--- src/rtl/cpu_run_pkg.sv ---
// Shared types and default constants for the CPU run-control block.
package cpu_run_pkg;

    typedef enum logic [2:0] {
        ST_IDLE,
        ST_RESET,
        ST_RUN,
        ST_HALTED,
        ST_TIMEOUT
    } run_state_t;

    localparam int unsigned DEF_PC_W        = 8;
    localparam int unsigned DEF_CNT_W       = 16;
    localparam int unsigned DEF_RST_CYCLES  = 2;
    localparam int unsigned DEF_TRACE_DEPTH = 16;

    // Trace index width for a given ring depth.
    function automatic int unsigned trace_idx_w(input int unsigned depth);
        return $clog2(depth);
    endfunction

    typedef logic [trace_idx_w(DEF_TRACE_DEPTH)-1:0] trace_idx_t;

endpackage

--- src/rtl/pc_trace_buf.sv ---
// Ring buffer of recent PC values with write pointer and saturating fill count.
module pc_trace_buf #(
    parameter int unsigned PC_W  = 8,
    parameter int unsigned DEPTH = 16,
    parameter int unsigned TI_W  = $clog2(DEPTH)
) (
    input  logic            clk,
    input  logic            rst,
    input  logic            clr,
    input  logic            we,
    input  logic [PC_W-1:0] din,
    input  logic [TI_W-1:0] idx,
    output logic [PC_W-1:0] dout,
    output logic [TI_W:0]   fill
);

    logic [PC_W-1:0] mem [DEPTH];
    logic [TI_W-1:0] wr_ptr;
    logic [TI_W-1:0] rd_addr;

    always_ff @(posedge clk or posedge rst) begin
        if (rst) begin
            wr_ptr <= '0;
            fill   <= '0;
        end else if (clr) begin
            wr_ptr <= '0;
            fill   <= '0;
        end else if (we) begin
            wr_ptr <= wr_ptr + TI_W'(1);
            if (fill != (TI_W+1)'(DEPTH)) begin
                fill <= fill + (TI_W+1)'(1);
            end
        end
    end

    // Contents are not reset; entries beyond fill are stale by definition.
    always_ff @(posedge clk) begin
        if (we && !clr) begin
            mem[wr_ptr] <= din;
        end
    end

    assign rd_addr = wr_ptr - TI_W'(1) - idx;
    assign dout    = mem[rd_addr];

endmodule

--- src/rtl/cpu_run_ctrl.sv ---
// Run-control and watchdog: sequences core reset, run, halt/timeout and traces PC.
module cpu_run_ctrl
    import cpu_run_pkg::*;
#(
    parameter  int unsigned PC_W        = DEF_PC_W,
    parameter  int unsigned CNT_W       = DEF_CNT_W,
    parameter  int unsigned RST_CYCLES  = DEF_RST_CYCLES,
    parameter  int unsigned TRACE_DEPTH = DEF_TRACE_DEPTH,
    localparam int unsigned TI_W        = $clog2(TRACE_DEPTH)
) (
    input  logic             clk,
    input  logic             rst,
    input  logic             start,
    input  logic [CNT_W-1:0] cycle_limit,
    input  logic             cpu_halted,
    input  logic [PC_W-1:0]  cpu_pc,
    output logic             cpu_rst,
    output logic             running,
    output logic             done,
    output logic             timeout,
    output logic [CNT_W-1:0] cycle_count,
    input  logic [TI_W-1:0]  trace_idx,
    output logic [PC_W-1:0]  trace_pc,
    output logic [TI_W:0]    trace_fill
);

    localparam int unsigned RC_W = (RST_CYCLES > 1) ? $clog2(RST_CYCLES) : 1;

    run_state_t       state, state_n;
    logic [RC_W-1:0]  rst_cnt, rst_cnt_n;
    logic [CNT_W-1:0] limit, limit_n;
    logic [CNT_W-1:0] cycle_count_n, cnt_inc;
    logic             cpu_rst_n, running_n, done_n, timeout_n;
    logic             trace_we, trace_clr, accept;

    always_ff @(posedge clk or posedge rst) begin
        if (rst) begin
            state       <= ST_IDLE;
            rst_cnt     <= '0;
            limit       <= '0;
            cycle_count <= '0;
            cpu_rst     <= 1'b1;
            running     <= 1'b0;
            done        <= 1'b0;
            timeout     <= 1'b0;
        end else begin
            state       <= state_n;
            rst_cnt     <= rst_cnt_n;
            limit       <= limit_n;
            cycle_count <= cycle_count_n;
            cpu_rst     <= cpu_rst_n;
            running     <= running_n;
            done        <= done_n;
            timeout     <= timeout_n;
        end
    end

    assign cnt_inc = (cycle_count == '1) ? cycle_count : cycle_count + CNT_W'(1);
    assign accept  = start && (state == ST_IDLE || state == ST_HALTED || state == ST_TIMEOUT);

    always_comb begin
        state_n       = state;
        rst_cnt_n     = rst_cnt;
        limit_n       = limit;
        cycle_count_n = cycle_count;
        cpu_rst_n     = cpu_rst;
        running_n     = running;
        done_n        = done;
        timeout_n     = timeout;
        trace_we      = 1'b0;
        trace_clr     = 1'b0;

        case (state)
            ST_RESET: begin
                if (rst_cnt == '0) begin
                    state_n   = ST_RUN;
                    cpu_rst_n = 1'b0;
                    running_n = 1'b1;
                end else begin
                    rst_cnt_n = rst_cnt - RC_W'(1);
                end
            end
            ST_RUN: begin
                // Halt takes priority over tracing, counting and the limit check.
                if (cpu_halted) begin
                    state_n   = ST_HALTED;
                    done_n    = 1'b1;
                    running_n = 1'b0;
                end else begin
                    trace_we      = 1'b1;
                    cycle_count_n = cnt_inc;
                    if (limit != '0 && cnt_inc == limit) begin
                        state_n   = ST_TIMEOUT;
                        timeout_n = 1'b1;
                        cpu_rst_n = 1'b1;
                        running_n = 1'b0;
                    end
                end
            end
            ST_IDLE, ST_HALTED, ST_TIMEOUT: begin
            end
            default: begin
                state_n = ST_IDLE;
            end
        endcase

        // A start from any resting state launches a fresh run.
        if (accept) begin
            state_n       = ST_RESET;
            rst_cnt_n     = RC_W'(RST_CYCLES - 1);
            limit_n       = cycle_limit;
            cycle_count_n = '0;
            cpu_rst_n     = 1'b1;
            running_n     = 1'b0;
            done_n        = 1'b0;
            timeout_n     = 1'b0;
            trace_clr     = 1'b1;
        end
    end

    pc_trace_buf #(
        .PC_W  (PC_W),
        .DEPTH (TRACE_DEPTH),
        .TI_W  (TI_W)
    ) u_trace (
        .clk  (clk),
        .rst  (rst),
        .clr  (trace_clr),
        .we   (trace_we),
        .din  (cpu_pc),
        .idx  (trace_idx),
        .dout (trace_pc),
        .fill (trace_fill)
    );

endmodule
--- config.mk ---
export PLATFORM = sky130hd
export DESIGN_NAME = cpu_run_ctrl
export DESIGN_NICKNAME = d
export VERILOG_FILES = /design/src/rtl/cpu_run_pkg.sv /design/src/rtl/pc_trace_buf.sv /design/src/rtl/cpu_run_ctrl.sv
export SDC_FILE = /design/constraint.sdc
export NUM_CORES = 1
export LEC_CHECK = 0
export BUFFER_PORTS_ARGS = -buffer_cell sky130_fd_sc_hd__buf_2
export CORE_ASPECT_RATIO = 1.5
export CORE_MARGIN = 3
export CORE_UTILIZATION = 35
export CTS_CLUSTER_SIZE = 16
export DETAILED_ROUTE_END_ITERATION = 16
export SYNTH_ARGS = -nofsm -noshare
export SYNTH_HDL_FRONTEND = slang
export SYNTH_SLANG_ARGS = --single-unit
--- constraint.sdc ---
create_clock -name clk -period 3.2 [get_ports clk]
set_clock_uncertainty 0.1 [all_clocks]
set_input_delay 0 -clock clk [delete_from_list [all_inputs] [get_ports clk]]
set_output_delay 0 -clock clk [all_outputs]
set_load 0.05 [all_outputs]
==> results of run 1 <==
state kept, by name (all words and copies together) (netlist names):
| name | count |
|---|---|
| cycle_count | 16 |
| limit | 16 |
| u_trace.wr_ptr | 4 |
| running | 1 |
| state | 3 |
| u_trace.fill | 5 |
| u_trace.mem | 128 |
| rst_cnt | 1 |
| timeout | 1 |
| cpu_rst | 1 |
| done | 1 |
power by group:
part | switching, mW | internal, mW
clock network | 0.969 | 1.05
registers | 0.251 | 2.67
logic | 1.63 | 1.14
area by class of cell:
class / instances / share of cell area
clock inverter: 15 / 0.0159
inverter: 20 / 0.00769
sequential: 177 / 0.519
tap: 276 / 0.0354
multi-input combinational: 368 / 0.287
timing repair buffer: 128 / 0.0915
clock buffer: 17 / 0.0436
critical path: cells and delay by family (launching register included):
| family | cells | cell delay (ns) |
|---|---|---|
| mux | 1 | 0.33 |
| flops | 1 | 0.47 |
| compound gates | 2 | 0.35 |
| simple gates | 1 | 0.15 |
| fa+ha+maj | 2 | 0.79 |
| buf+inv | 2 | 0.49 |
worst paths after layout:
kind / end
worst max register to register: running$_DFFE_PP0P_
max in group asynchronous: cpu_rst$_DFFE_PP1P_
worst min-delay path: u_trace.fill[3]$_DFFE_PP0P_
worst min register to register: done$_DFFE_PP0P_
min in group clk: limit[0]$_DFFE_PP0P_
worst max-delay path: trace_pc[5]
cell usage after synthesis (2+ instances only):
cell,instances,area (um2)
a211oi_1,9,67.6
a21boi_0,2,15.0
a21o_1,2,15.0
a21oi_1,23,115
a22o_1,3,26.3
a311oi_1,5,43.8
a31oi_1,6,37.5
and2_1,7,43.8
and3_1,13,81.3
buf_1,4,15.0
buf_2,3,15.0
clkbuf_1,25,93.8
dfrtp_1,48,1200
edfxtp_1,128,3840
ha_1,10,125
inv_1,20,75.1
mux2i_1,13,130
mux4_2,32,721
nand2_1,72,270
nand2b_1,4,25.0
nand3_1,12,60.1
nand4_1,10,62.6
nor2_1,38,143
nor2b_1,10,62.6
nor3_1,4,20.0
nor4_1,13,81.3
o211a_1,2,20.0
o211ai_1,3,22.5
o21ai_0,21,105
o22ai_1,2,12.5
o31ai_1,2,15.0
or3_1,4,25.0
or4_1,4,30.0
xnor2_1,11,96.3
xor2_1,16,140
repair_timing:
item,4_1_cts,5_1_grt
hold buffers,27,0
buffers inserted,0,1
setup endpoints to repair,0,5
endpoints found under the hold margin,178,0
gates resized for setup,0,2
routing by layer:
layer,track usage,vias up
met2,0.285,142
li1,-,2487
met1,0.167,2655
met3,0.0378,35
met4,0.0632,0
met5,0,-
logic make-up after synthesis:
| logic type | count (synthesis) |
|---|---|
| buffers and inverters | 54 |
| xor gates and xnor gates | 27 |
| and+or+nand+nor | 198 |
| muxes | 46 |
| DFF | 177 |
| AOI/OAI and AO/OA | 86 |
| adders and majority gates | 11 |
through the flow:
stage / setup WS, ns / util / hold WS, ns / cell area, um2 / instances
2_1_floorplan: 0.0406 / - / -0.00113 / 8060 / 599
3_3_place_gp: 0.180 / 0.396 / 0.0165 / 8900 / 941
3_5_place_dp: 0.150 / 0.396 / 0.0173 / 8900 / 941
4_1_cts: 0.0854 / 0.434 / 0.118 / 9750 / 1000
5_1_grt: 0.00957 / 0.435 / 0.137 / 9770 / 1001
6_report: 0.113 / 0.435 / 0.0965 / 9770 / 1001
==> out/qor.txt, run 1 <==
PwrDens = 789 nW/um2
CTS tree = built
Critical Path AT = 2.99 ns
unrepaired setup endpoints after global routing = false
met2 routed WL = 10.2 mm
mux contribution to synthesized area = 0.107
fill count = 2048
largest family of logic cells by synthesized area = simple AND/OR/NAND/NOR gates
FF+latch area = 5070 um2
CTS sink cnt = 177
DR pass1 iterations = 4
compound-gate portion of the synthesized area = 0.0681
Total Power = 7.71 mW
Critical Path End Type = output pin
max layer used = met4
CP max stage cell = fa_1
WL final = 18.7 mm
Worst Setup SP = u_trace.wr_ptr[0]$_DFFE_PP0P_
M1 WL = 7.17 mm
clock buffer count from CTS = 17
HP Class = input port to async pin
Hold Violations, Final = 0
vias in the first global route = 5525
Final HPWL DP = 13.7 mm
most frequent cells in the layout = edfxtp_1, nand2_1, buf_2
max-cap violation count = 0
die area = 24900 um2
final setup TNS = 0 ns
mapped cell area = 8060 um2
status = finished, final reports clean
cells on worst reg2reg path = 7
Reg clk slew, reported paths = 0.07 ns
crit-path cells = ha_2 -> fa_1 -> buf_4 -> mux4_2 -> nor2b_1 -> a211oi_1 -> a21oi_1 -> buf_2
VDD IR max = 0.411 mV
initial core utilization = 0.359
Yosys reg bits = 177
fin crit period = 3.09 ns
Synth Area in XOR/XNOR = 0.0293
share of layout cells above drive strength 1 = 0.241
Longest Clk Path Bufs = 2
prevailing post-synth register cell = edfxtp_1
NumNets Final = 755
post-route ant nets = 0
GR Overflow Total = 0
Vias per Instance = 5.31
RR Startpoint = cycle_count[12]$_DFFE_PP0P_
drt drc = 0
FFs w/ async S/R, synth = 0.277
Syn Nets = 642
Final Wtd Congestion = 0.890
Die Wd = 130 um
largest net degree at the start of global routing = 30
Setup-failing EPs final = 0
multi-input gate area in the final layout = 2800 um2
adder-cell area share of the yosys netlist = 0.0180
critical path data required time = 3.10 ns
# diodes = 0
DR WL met3 = 800 um
Yosys Warn Count = 0
syn_area_per_cell = 13.5 um2
Lkg Pwr = 3.77 nW
total track usage = 0.155
critical path class = flop to output pin
most common cell after layout, fill and taps aside = edfxtp_1
Seq/Total Area, Yosys = 0.629
flop-to-flop setup slack = 0.18 ns
synthesis-to-layout area growth = 21.2%
H-tree depth = 4
IO Pins = 65
Via Count = 5319
Die H = 192 um
FP Rows = 67
first-pass GRT wire length = 29.4 mm
Worst Tran Pin Value = 0.723 ns
clk_lat worst skew = 0.42 ns
Distinct cells, synth = 53
Tcrit/Tclk final = 0.965
Synth Instances = 599
Iter 0 DRT Violations = 347
total core area = 22500 um2
worst rel slew slack = 0.517
CP max stage delay = 0.56 ns
Post-synth EDFFs = 128
Routed WL per cell = 18.7 um
# port buffers = 64
Critical Path Source Type = flop
FMAX = 324 MHz
post-synthesis simple-gate area fraction = 0.122
initial antenna violation count = 0
crit-path max FO = 11
Max Slew Vio Count = 0
Root Buffer = clkbuf_16
Note: power is estimated with default switching activity, not from simulation.
==> run 2, diff against run 1 <==
--- a/config.mk
+++ b/config.mk
@@ -5,7 +5,7 @@
 export SDC_FILE = /design/constraint.sdc
 export NUM_CORES = 1
 export LEC_CHECK = 0
-export BUFFER_PORTS_ARGS = -buffer_cell sky130_fd_sc_hd__buf_2
+export BUFFER_PORTS_ARGS = -buffer_cell sky130_fd_sc_hd__buf_4
 export CORE_ASPECT_RATIO = 1.5
 export CORE_MARGIN = 3
 export CORE_UTILIZATION = 35
==> run 2 against run 1 <==
  * Final cell count fell by 0.20%
  * Final area rose by 1.3%
  * Critical path depth did not move
  * Setup slack improved by 0.033 ns
  * Register-to-register slack barely moved
  * Critical endpoint is now trace_pc[3]
  * Largest cell class unchanged
==> out/qor.txt, run 2 (synthesis results as in run 1) <==
status = finished, final reports clean
CP max stage cell = fa_1
Setup-failing EPs final = 0
clock buffer count from CTS = 17
max-cap violation count = 0
Worst Tran Pin Value = 1.06 ns
Final Wtd Congestion = 0.918
NumNets Final = 753
Reg clk slew, reported paths = 0.07 ns
total track usage = 0.159
FMAX = 327 MHz
fin crit period = 3.05 ns
IO Pins = 65
Die H = 192 um
Die Wd = 130 um
Longest Clk Path Bufs = 2
DR pass1 iterations = 5
HP Class = input port to flop
Routed WL per cell = 19.1 um
Hold Violations, Final = 0
Critical Path Source Type = flop
clk_lat worst skew = 0.43 ns
final setup TNS = 0 ns
vias in the first global route = 5590
CTS tree = built
GR Overflow Total = 0
Critical Path AT = 2.95 ns
fill count = 2045
drt drc = 0
initial antenna violation count = 0
largest net degree at the start of global routing = 50
FP Rows = 67
Final HPWL DP = 13.7 mm
critical path class = flop to output pin
unrepaired setup endpoints after global routing = false
CTS sink cnt = 177
Via Count = 5311
Worst Hold Slack = 0.196 ns
WL final = 19.0 mm
PwrDens = 785 nW/um2
share of layout cells above drive strength 1 = 0.243
Critical Path End Type = output pin
most common cell after layout, fill and taps aside = edfxtp_1
most frequent cells in the layout = edfxtp_1, buf_4, nand2_1
Lkg Pwr = 3.79 nW
initial core utilization = 0.359
crit-path max FO = 26
Max Slew Vio Count = 0
die area = 24900 um2
worst rel slew slack = 0.293
Iter 0 DRT Violations = 365
total core area = 22500 um2
crit-path cells = ha_2 -> fa_1 -> buf_12 -> mux4_2 -> nor2b_1 -> a211oi_1 -> a21oi_1 -> buf_4
Root Buffer = clkbuf_16
post-route ant nets = 0
CP bufs+invs = 2
# port buffers = 64
synthesis-to-layout area growth = 22.8%
Tcrit/Tclk final = 0.954
critical path data required time = 3.10 ns
largest registers = u_trace.mem: 128 flops, cycle_count: 16 flops, limit: 16 flops
max reg flops = 128
first-pass GRT wire length = 30.2 mm
family with the most delay on the worst path = adder cells
Largest Register = u_trace.mem
VDD IR max = 0.361 mV
# diodes = 0
CP max stage delay = 0.56 ns
Vias per Instance = 5.32
H-tree depth = 4
run 2: cell count changes in the layout (fill, tap and decap cells not counted), moves of 2 or more:
cell and change:
buf_2 -64, clkinv_2 +3, buf_4 +62, inv_8 -2, clkinv_4 +2
run 2: area by class of cell:
type,count,area [um2],share of cell area
Tap cell,276,345,0.0349
Clock inverter,15,138,0.0139
Multi-Input combinational cell,368,2800,0.283
Inverter,20,75.1,0.00759
Sequential cell,177,5070,0.513
Clock buffer,17,425,0.0430
Timing Repair Buffer,126,1040,0.105
run 2: final timing paths:
check | start | endpoint | slack [ns] | depth (start not counted)
worst max register to register | cycle_count[14]$_DFFE_PP0P_ | running$_DFFE_PP0P_ | 0.19 | 8
min in group asynchronous | rst | u_trace.fill[2]$_DFFE_PP0P_ | 0.29 | 3
worst min register to register | done$_DFFE_PP0P_ | done$_DFFE_PP0P_ | 0.42 | 1
worst min-delay path | cycle_limit[12] | limit[12]$_DFFE_PP0P_ | 0.20 | 4
max in group asynchronous | rst | u_trace.wr_ptr[0]$_DFFE_PP0P_ | 1.96 | 3
worst max-delay path | u_trace.wr_ptr[0]$_DFFE_PP0P_ | trace_pc[3] | 0.15 | 8
run 2: tightest hold or removal path, stage by stage:
cell	delay (ns)
dlygate4sd3_1	0.52
buf_4	0.09
nand2_1	0.04
nand2_1	0.05
run 2: timing repair:
action,CTS,global route
gates resized for setup,0,4
setup buffers,0,2
endpoints found under the setup margin,0,4
hold endpoints to repair,199,0
hold buffers,27,0
run 2: per-layer routing:
metal,wire (um),GRT usage,vias up
li1,-,-,2477
met1,7220,0.177,2636
met2,10500,0.293,158
met3,716,0.0289,40
met4,610,0.0692,0
met5,0,0,-
run 2: report_power, final:
| part | internal, mW | switching [mW] |
|---|---|---|
| clock network | 1.03 | 0.936 |
| logic | 1.21 | 1.65 |
| registers | 2.67 | 0.267 |
| total | 4.91 | 2.86 |
run 2: per-stage QoR:
step                       util  power [mW]  cell area [um2]  worst slack [ns]  cells
after floorplan               -        4.93             8060            0.0406    599
after global placement    0.402        5.79             9030             0.272    938
after detailed placement  0.402        5.84             9030             0.203    938
after CTS                 0.439        7.85             9870            0.0658    997
after global routing      0.441        8.21             9900            0.0294    999
final                     0.441        7.77             9900             0.146    999
==> run 3, diff against run 2 <==
--- a/config.mk
+++ b/config.mk
@@ -11,6 +11,7 @@
 export CORE_UTILIZATION = 35
 export CTS_CLUSTER_SIZE = 16
 export DETAILED_ROUTE_END_ITERATION = 16
+export PLACE_DENSITY = 0.48
 export SYNTH_ARGS = -nofsm -noshare
 export SYNTH_HDL_FRONTEND = slang
 export SYNTH_SLANG_ARGS = --single-unit
==> run 3 against run 2 <==
  * Final area up 0.27%
  * Combinational power is essentially flat
  * Highest routed layer unchanged
  * Setup slack got worse by 0.019 ns
  * Sequential share of layout area fell by 0.11 points
  * Die area stayed put
  * Global-route usage up 0.91 points
  * Hold slack better by 0.011 ns
  * Critical endpoint unchanged
  * Via count fell by 1.2%
  * Maximum frequency decreased by 0.61%
  * Critical path depth unchanged
  * Register-to-register slack worse by 0.05 ns
  * First-iteration DRC count fell by 27%
==> out/qor.txt, run 3 (synthesis results as in run 1) <==
Vias per Instance = 5.26
most frequent cells in the layout = edfxtp_1, buf_4, nand2_1
Setup-failing EPs final = 0
Hold Violations, Final = 0
critical path data required time = 3.10 ns
Worst Setup SP = u_trace.wr_ptr[0]$_DFFE_PP0P_
RR Startpoint = cycle_count[0]$_DFFE_PP0P_
fin crit period = 3.07 ns
Root Buffer = clkbuf_16
most common cell after layout, fill and taps aside = edfxtp_1
Lkg Pwr = 3.78 nW
FP Rows = 67
largest net degree at the start of global routing = 50
total track usage = 0.168
crit-path cells = ha_2 -> fa_1 -> buf_12 -> mux4_2 -> nor2b_1 -> a211oi_1 -> a21oi_1 -> buf_4
Die Wd = 130 um
Iter 0 DRT Violations = 265
Critical Path Source Type = flop
initial core utilization = 0.359
drt drc = 0
Critical Path End Type = output pin
CTS tree = built
CP max stage delay = 0.53 ns
critical path class = flop to output pin
final setup TNS = 0 ns
VDD IR max = 0.373 mV
Final HPWL DP = 14.0 mm
Tcrit/Tclk final = 0.960
PwrDens = 792 nW/um2
status = finished, final reports clean
clk_lat worst skew = 0.42 ns
Worst Tran Pin Value = 1.08 ns
GR Overflow Total = 0
NumNets Final = 752
Routed WL per cell = 20.0 um
total core area = 22500 um2
crit-path max FO = 32
H-tree depth = 4
IO Pins = 65
FMAX = 325 MHz
HP Class = input port to flop
DR pass1 iterations = 4
worst r2r dst = running$_DFFE_PP0P_
# placed instances = 939
flop-to-flop setup slack = 0.14 ns
post-CTS setup buffers = 0
Max Slew Vio Count = 0
initial antenna violation count = 0
CP Capture Point = trace_pc[3]
CTS sink cnt = 177
post-route ant nets = 0
Critical Path AT = 2.97 ns
WL final = 19.9 mm
max reg flops = 128
first-pass GRT wire length = 31.5 mm
largest registers = u_trace.mem: 128 flops, cycle_count: 16 flops, limit: 16 flops
CP max stage cell = fa_1
Longest Clk Path Bufs = 2
Final Wtd Congestion = 0.878
cells on worst reg2reg path = 8
die area = 24900 um2
share of layout cells above drive strength 1 = 0.247
worst rel slew slack = 0.277
Largest Register = u_trace.mem
clock buffer count from CTS = 17
Via Count = 5249
Reg clk slew, reported paths = 0.07 ns
synthesis-to-layout area growth = 23.1%
Final Non-Filler Cells = 997
Die H = 192 um
# diodes = 0
# port buffers = 64
max-cap violation count = 0
vias in the first global route = 5707
## run 3: cell types whose count changed in the layout (fill, tap and decap cells not counted), sizes merged
| cell | delta |
|---|---|
| clkbuf | +1 |
| buf | -1 |
| clkinvlp | +3 |
| inv | -3 |
| clkinv | -4 |
| bufinv | +2 |
## run 3: metal layers
metal	track usage	part of all wire	vias up
li1	-	-	2471
met4	0.0728	0.029	0
met2	0.306	0.54	109
met1	0.189	0.40	2638
met5	0	0	-
met3	0.0326	0.028	31
## run 3: worst min path at each step
stage / start / end / slack [ns] / cells past startpoint
after CTS: cycle_limit[15] / limit[15]$_DFFE_PP0P_ / 0.18 / 4
after global routing: cycle_limit[13] / limit[13]$_DFFE_PP0P_ / 0.21 / 4
final: cycle_limit[4] / limit[4]$_DFFE_PP0P_ / 0.21 / 4
after global placement: cycle_limit[0] / limit[0]$_DFFE_PP0P_ / 0.09 / 3
after floorplan: cpu_pc[0] / u_trace.mem[0][0]$_DFFE_PP_ / -0.001 / 0
after detailed placement: cycle_limit[15] / limit[15]$_DFFE_PP0P_ / 0.09 / 3
## run 3: report_power, final
part | total [mW] | switching [mW] | leakage (nW) | internal [mW]
clock | 2.07 | 0.908 | 0.279 | 1.16
sequential | 2.93 | 0.258 | 1.78 | 2.67
combinational | 2.86 | 1.67 | 1.72 | 1.19
## run 3: final cells by class
type | instances | area, um2
fillers | 2091 | 12500
flip-flops and latches | 177 | 5080
multi-input cells | 368 | 2810
repair buffers | 125 | 1030
clock buffers | 18 | 429
well taps | 276 | 345
clock inverters | 13 | 153
inverters | 20 | 75.1
## run 3: critical path, delay by kind of cell (launching register included)
family,cells,cell delay [ns]
fa+ha+maj,2,0.75
mux,1,0.35
simple gates,1,0.15
flops,1,0.46
buf+inv,2,0.44
compound gates,2,0.39
## run 3: timing repair
item                                   CTS  global route
hold buffers                            27             0
gates resized for setup                  0             9
endpoints found under the hold margin  198             0
setup endpoints to repair                0             7
## run 3: per-stage QoR
| stage | utilization | instance area, um2 | setup slack, ns | power, mW | hold WS [ns] |
|---|---|---|---|---|---|
| 6_report | 0.442 | 9920 | 0.127 | 7.86 | 0.206 |
| 5_1_grt | 0.442 | 9920 | -0.00648 | 8.33 | 0.206 |
| 4_1_cts | 0.440 | 9890 | 0.0113 | 7.95 | 0.180 |
| 3_3_place_gp | 0.402 | 9040 | 0.0771 | 5.82 | 0.0919 |
| 3_5_place_dp | 0.402 | 9040 | 0.0299 | 5.83 | 0.0943 |
| 2_1_floorplan | - | 8060 | 0.0406 | 4.93 | -0.00113 |
